==> src/rtl/mips_fetch_stage.sv <==
// Instruction-fetch stage: PC register, synchronous imem issue, 1-entry skid buffer, EX redirects.
// Optional `FETCH_PERF_EN adds saturating stall/redirect cycle counters.
module mips_fetch_stage #(
   parameter logic [31:0] RESET_PC = 32'h0000_0000,
   parameter int          IMEM_AW  = 10
) (
   input  logic               clk,
   input  logic               rst,
   input  logic               stall_i,
   input  logic               redirect_i,
   input  logic [31:0]        redirect_pc_i,
   output logic               imem_en_o,
   output logic [IMEM_AW-1:0] imem_addr_o,
   input  logic [31:0]        imem_rdata_i,
   output logic [31:0]        pc_out,
   output logic               id_valid_o,
   output logic [31:0]        id_instr_o,
   output logic [31:0]        id_pc_o,
   output logic [31:0]        id_pc4_o
`ifdef FETCH_PERF_EN
   ,
   output logic [31:0]        perf_stall_cnt_o,
   output logic [31:0]        perf_redirect_cnt_o
`endif
);

   logic [31:0] fetch_pc_r;
   logic        rsp_valid_r;
   logic [31:0] rsp_pc_r;
   logic        buf_valid_r;
   logic [31:0] buf_instr_r;
   logic [31:0] buf_pc_r;
   logic [31:0] redirect_target_s;

   // Word-align the redirect target; masking keeps the low bits referenced.
   assign redirect_target_s = redirect_pc_i & 32'hFFFF_FFFC;

   // Read strobe is held off while reset, stalled or redirecting.
   assign imem_en_o   = !rst && !stall_i && !redirect_i;
   assign imem_addr_o = fetch_pc_r[IMEM_AW+1:2];
   assign pc_out      = fetch_pc_r;

   // PC, in-flight response tracking, skid buffer and IF/ID register.
   always_ff @(posedge clk or posedge rst) begin
      if (rst) begin
         fetch_pc_r  <= RESET_PC;
         rsp_valid_r <= 1'b0;
         rsp_pc_r    <= 32'h0000_0000;
         buf_valid_r <= 1'b0;
         buf_instr_r <= 32'h0000_0000;
         buf_pc_r    <= 32'h0000_0000;
         id_valid_o  <= 1'b0;
         id_instr_o  <= 32'h0000_0000;
         id_pc_o     <= 32'h0000_0000;
         id_pc4_o    <= 32'h0000_0004;
      end else if (redirect_i) begin
         fetch_pc_r  <= redirect_target_s;
         rsp_valid_r <= 1'b0;
         buf_valid_r <= 1'b0;
         id_valid_o  <= 1'b0;
      end else if (stall_i) begin
         // Park the response that arrives this cycle so it is not lost.
         if (rsp_valid_r) begin
            buf_valid_r <= 1'b1;
            buf_instr_r <= imem_rdata_i;
            buf_pc_r    <= rsp_pc_r;
         end else begin
            buf_valid_r <= buf_valid_r;
         end
         rsp_valid_r <= 1'b0;
      end else begin
         fetch_pc_r  <= fetch_pc_r + 32'd4;
         rsp_valid_r <= 1'b1;
         rsp_pc_r    <= fetch_pc_r;
         if (buf_valid_r) begin
            buf_valid_r <= 1'b0;
            id_valid_o  <= 1'b1;
            id_instr_o  <= buf_instr_r;
            id_pc_o     <= buf_pc_r;
            id_pc4_o    <= buf_pc_r + 32'd4;
         end else if (rsp_valid_r) begin
            id_valid_o  <= 1'b1;
            id_instr_o  <= imem_rdata_i;
            id_pc_o     <= rsp_pc_r;
            id_pc4_o    <= rsp_pc_r + 32'd4;
         end else begin
            id_valid_o  <= 1'b0;
         end
      end
   end

`ifdef FETCH_PERF_EN
   // Saturating counters of stalled and redirected cycles.
   always_ff @(posedge clk or posedge rst) begin
      if (rst) begin
         perf_stall_cnt_o    <= 32'h0000_0000;
         perf_redirect_cnt_o <= 32'h0000_0000;
      end else begin
         if (stall_i && !redirect_i && (perf_stall_cnt_o != 32'hFFFF_FFFF)) begin
            perf_stall_cnt_o <= perf_stall_cnt_o + 32'd1;
         end else begin
            perf_stall_cnt_o <= perf_stall_cnt_o;
         end
         if (redirect_i && (perf_redirect_cnt_o != 32'hFFFF_FFFF)) begin
            perf_redirect_cnt_o <= perf_redirect_cnt_o + 32'd1;
         end else begin
            perf_redirect_cnt_o <= perf_redirect_cnt_o;
         end
      end
   end
`endif

endmodule

==> config.mk <==
export PLATFORM = sky130hd
export DESIGN_NAME = mips_fetch_stage
export DESIGN_NICKNAME = d
export VERILOG_FILES = /design/src/rtl/mips_fetch_stage.sv
export SDC_FILE = /design/constraint.sdc
export NUM_CORES = 1
export LEC_CHECK = 0
export ABC_AREA = 1
export BUFFER_PORTS_ARGS = -buffer_cell sky130_fd_sc_hd__buf_2
export CAP_MARGIN = 20
export CORE_UTILIZATION = 30
export DETAILED_ROUTE_END_ITERATION = 7
export HOLD_SLACK_MARGIN = 0.02
export MAX_ROUTING_LAYER = met4
export PLACE_DENSITY = 0.52
export SYNTH_ARGS = -nofsm -noshare
export SYNTH_HDL_FRONTEND = slang
export SYNTH_SLANG_ARGS = --single-unit
==> constraint.sdc <==
create_clock -name clk -period 19.9 [get_ports clk]
set_input_delay 0.995 -clock clk [delete_from_list [all_inputs] [get_ports clk]]
set_output_delay 0.995 -clock clk [all_outputs]
set_load 0.02 [all_outputs]
==> flow_metrics.py <==
metrics = {
    "clock_network": {
        "hold_buffers": 0,
        "cts_resized": 0,
        "clockBufferDepth": 3,
        "insertion_delay_ns": 0.52,
        "cts_tree": "built",
        "cts-root-buf": "clkbuf_16",
        "cts_sinks": 217,
        "numCtsBuffers": 25,
        "postCtsSetupRepairBufs": 0,
        "path_clk_slew_ns": 0.06,
        "h-tree-depth": 1,
    },
    "final_layout": {
        "antenna_cells": 0,
        "stdcell_count": 1896,
        "postLayoutCellArea_um2": 12600,
        "drive_above_1_share": 0.242,
        "area.growth.synth_to_final_pct": 20.6,
        "final_nets": 1500,
    },
    "floorplanning": {
        "fp.dieH_um": 189,
        "rows": 67,
        "dieArea_um2": 35600,
        "start_util": 0.308,
        "die_w_um": 189,
        "design.core.area_um2": 33900,
        "ios": 208,
    },
    "timing": {
        "slew_headroom": 0.369,
        "setup_tns_ns": 0,
        "fin_crit_ns": 3.73,
        "fin_crit_sh": 0.187,
        "tightest_slew_ns": 0.946,
        "hold_viol": 0,
        "rsz0062_at_grt": "false",
        "clock_skew_ns": 0.0175,
        "setup_violations": 0,
        "slew_viol_final": 0,
        "clock.fmax_ghz": 0.268,
        "fin_worst_hold_slack_ns": 0.466,
    },
    "placement": {
        "io_buffers": 199,
        "gp_congestion": 0.841,
        "dp.cells": 1850,
        "place_area_um2": 11700,
        "hpwl_mm": 20.2,
    },
    "drt": {
        "wl_per_cell_um": 15.6,
        "drtIter0Drc": 622,
        "drt-vias-per-instance": 4.69,
        "ant_nets": 0,
        "finalWirelength_mm": 29.5,
        "route.detailed.drc": 0,
        "vias": 8901,
        "firstDrtPassIters": 7,
    },
    "setup_path": {
        "critPathRequiredTime_ns": 18.91,
        "slowest_delay_ns": 0.52,
        "cp-end-kind": "primary output",
        "crit_path_frequent_cell": "buf_2",
        "critPathLaunchType": "input pin",
        "arrival_ns": 2.73,
        "worst-setup-path-type": "in -> out",
        "path_max_fanout": 58,
        "cp_cell_sequence": "buf_2 > inv_2 > nand2_2 > buf_4 > nor2_1 > buf_2",
        "cpMaxStageDelayCell": "buf_4",
    },
    "logic_synthesis": {
        "ys_seq_elements": 217,
        "syn_area_um2": 10400,
        "yosys.area.top_type_share": 0.517,
        "synthArstFlopShare": 1.00,
        "ys_warn_count": 0,
        "synth_top_area_cell": "dfrtp_1",
        "ys_types": 37,
        "synth_cells": 1262,
        "syn_area_per_cell_um2": 8.28,
        "synth_edf_count": 0,
        "synth_area_leaders": "dfrtp_1, nand2_1, nor2_1",
        "ys_seq_area_frac": 0.520,
        "ys.flop_type": "dfrtp_1",
    },
    "worst_hold_path": {
        "hold_class": "reg -> reg",
    },
    "pwr": {
        "p_total_uw": 1380,
        "p_per_area_nw_per_um2": 109,
        "ir_drop_mv": 0.0648,
        "power_leakage_uw": 0.00609,
    },
    "global_route": {
        "grt_max_degree": 103,
        "grt_pass1_vias": 8546,
        "grt_pass1_wl_mm": 47.7,
        "grt-ovfl-total": 0,
        "grt_usage": 0.172,
        "antenna_found_initial": 0,
    },
    "job": {
        "cap_violations": 0,
    },
    "status": {
        "status": "finished, final reports clean",
    },
}
-- layout make-up --
| type | instances | area, um^2 |
|---|---|---|
| clock inverter | 13 | 168 |
| inverter | 88 | 338 |
| fill | 3552 | 21300 |
| timing repair buffer | 210 | 1090 |
| clock buffer | 32 | 712 |
| sequential | 217 | 5430 |
| tap | 448 | 561 |
| multi-input combinational | 888 | 4300 |
-- final timing paths --
| path | start | end | slack (ns) | depth (start not counted) |
|---|---|---|---|---|
| worst min-delay path | id_pc4_o[3] | id_pc4_o[3] | 0.47 | 2 |
| worst min register to register | id_pc4_o[3] | id_pc4_o[3] | 0.47 | 2 |
| max in group asynchronous | rst | buf_instr_r[1] | 17.98 | 3 |
| worst max register to register | buf_valid_r | id_pc4_o[24] | 16.98 | 11 |
| worst max-delay path | redirect_i | imem_en_o | 16.17 | 6 |
| min in group asynchronous | rst | pc_out[29] | 0.61 | 2 |
-- layout by cell type (no fill, tap or decap), types with 2 or more instances in the layout --
cell and n:
nand4_1 18, mux2_2 30, o311ai_0 5, nor2_1 114, a21oi_1 17, o211ai_1 8
dfrtp_1 215, buf_2 199, mux2_1 3, and2_1 4, nor3_1 7, nor2_4 8
o22ai_1 6, inv_2 6, nand2_2 33, bufinv_16 4, o21ai_0 81, buf_4 10
conb_1 6, inv_1 81, clkinv_2 8, ha_1 2, nand3_1 75, nand2_1 404
nand3b_1 6, clkbuf_8 6, nor2_2 11, o2111ai_1 3, a31oi_1 41, clkbuf_16 25
-- report_power, final --
group	leakage, uW	switching, uW	total (uW)	internal [uW]
logic	0.00303	201	304	103
registers	0.00262	56.6	587	530
clock network	0.000440	186	489	303
total	0.00609	443	1380	936
-- through the flow --
step | util | worst slack (ns)
after floorplan | - | 12.97
after global placement | 0.345 | 16.21
after detailed placement | 0.345 | 16.16
after CTS | 0.371 | 16.15
after global routing | 0.372 | 16.02
final | 0.372 | 16.17
-- synth_stat cells, drive strengths merged, types with 2 or more instances --
cell,n
a21oi,17
a31oi,41
and2,4
buf,41
clkbuf,33
dfrtp,216
ha,2
inv,88
mux2,33
nand2,438
nand3,76
nand3b,6
nand4,18
nor2,133
nor3,8
o2111ai,3
o211ai,8
o21ai,82
o22ai,6
o311ai,5
-- cells by family after synthesis --
logic type	synth area share
flops	0.520
buf+inv	0.0708
fa+ha+maj	0.00239
mux	0.0356
simple gates	0.282
compound gates	0.0892
other cells	0.000359
-- critical path: cells and delay by family --
kind                   cells  cell delay, ns
buffers and inverters      4            1.45
and+or+nand+nor            2            0.23
-- routing by layer --
layer | share of wire | vias to the layer above | GRT usage
li1 | - | 4416 | -
met1 | 0.51 | 4192 | 0.257
met2 | 0.42 | 258 | 0.247
met3 | 0.051 | 35 | 0.0214
met4 | 0.016 | 0 | 0.0363
met5 | 0 | - | -
-- sequential cells by signal (all words and copies together), names as in the netlist --
signal	flops
pc_out	30
id_valid_o	1
buf_instr_r	32
id_pc_o	30
rsp_pc_r	30
buf_valid_r	1
id_instr_o	32
buf_pc_r	30
id_pc4_o	30
rsp_valid_r	1
Power figures use the tool's default switching activity.
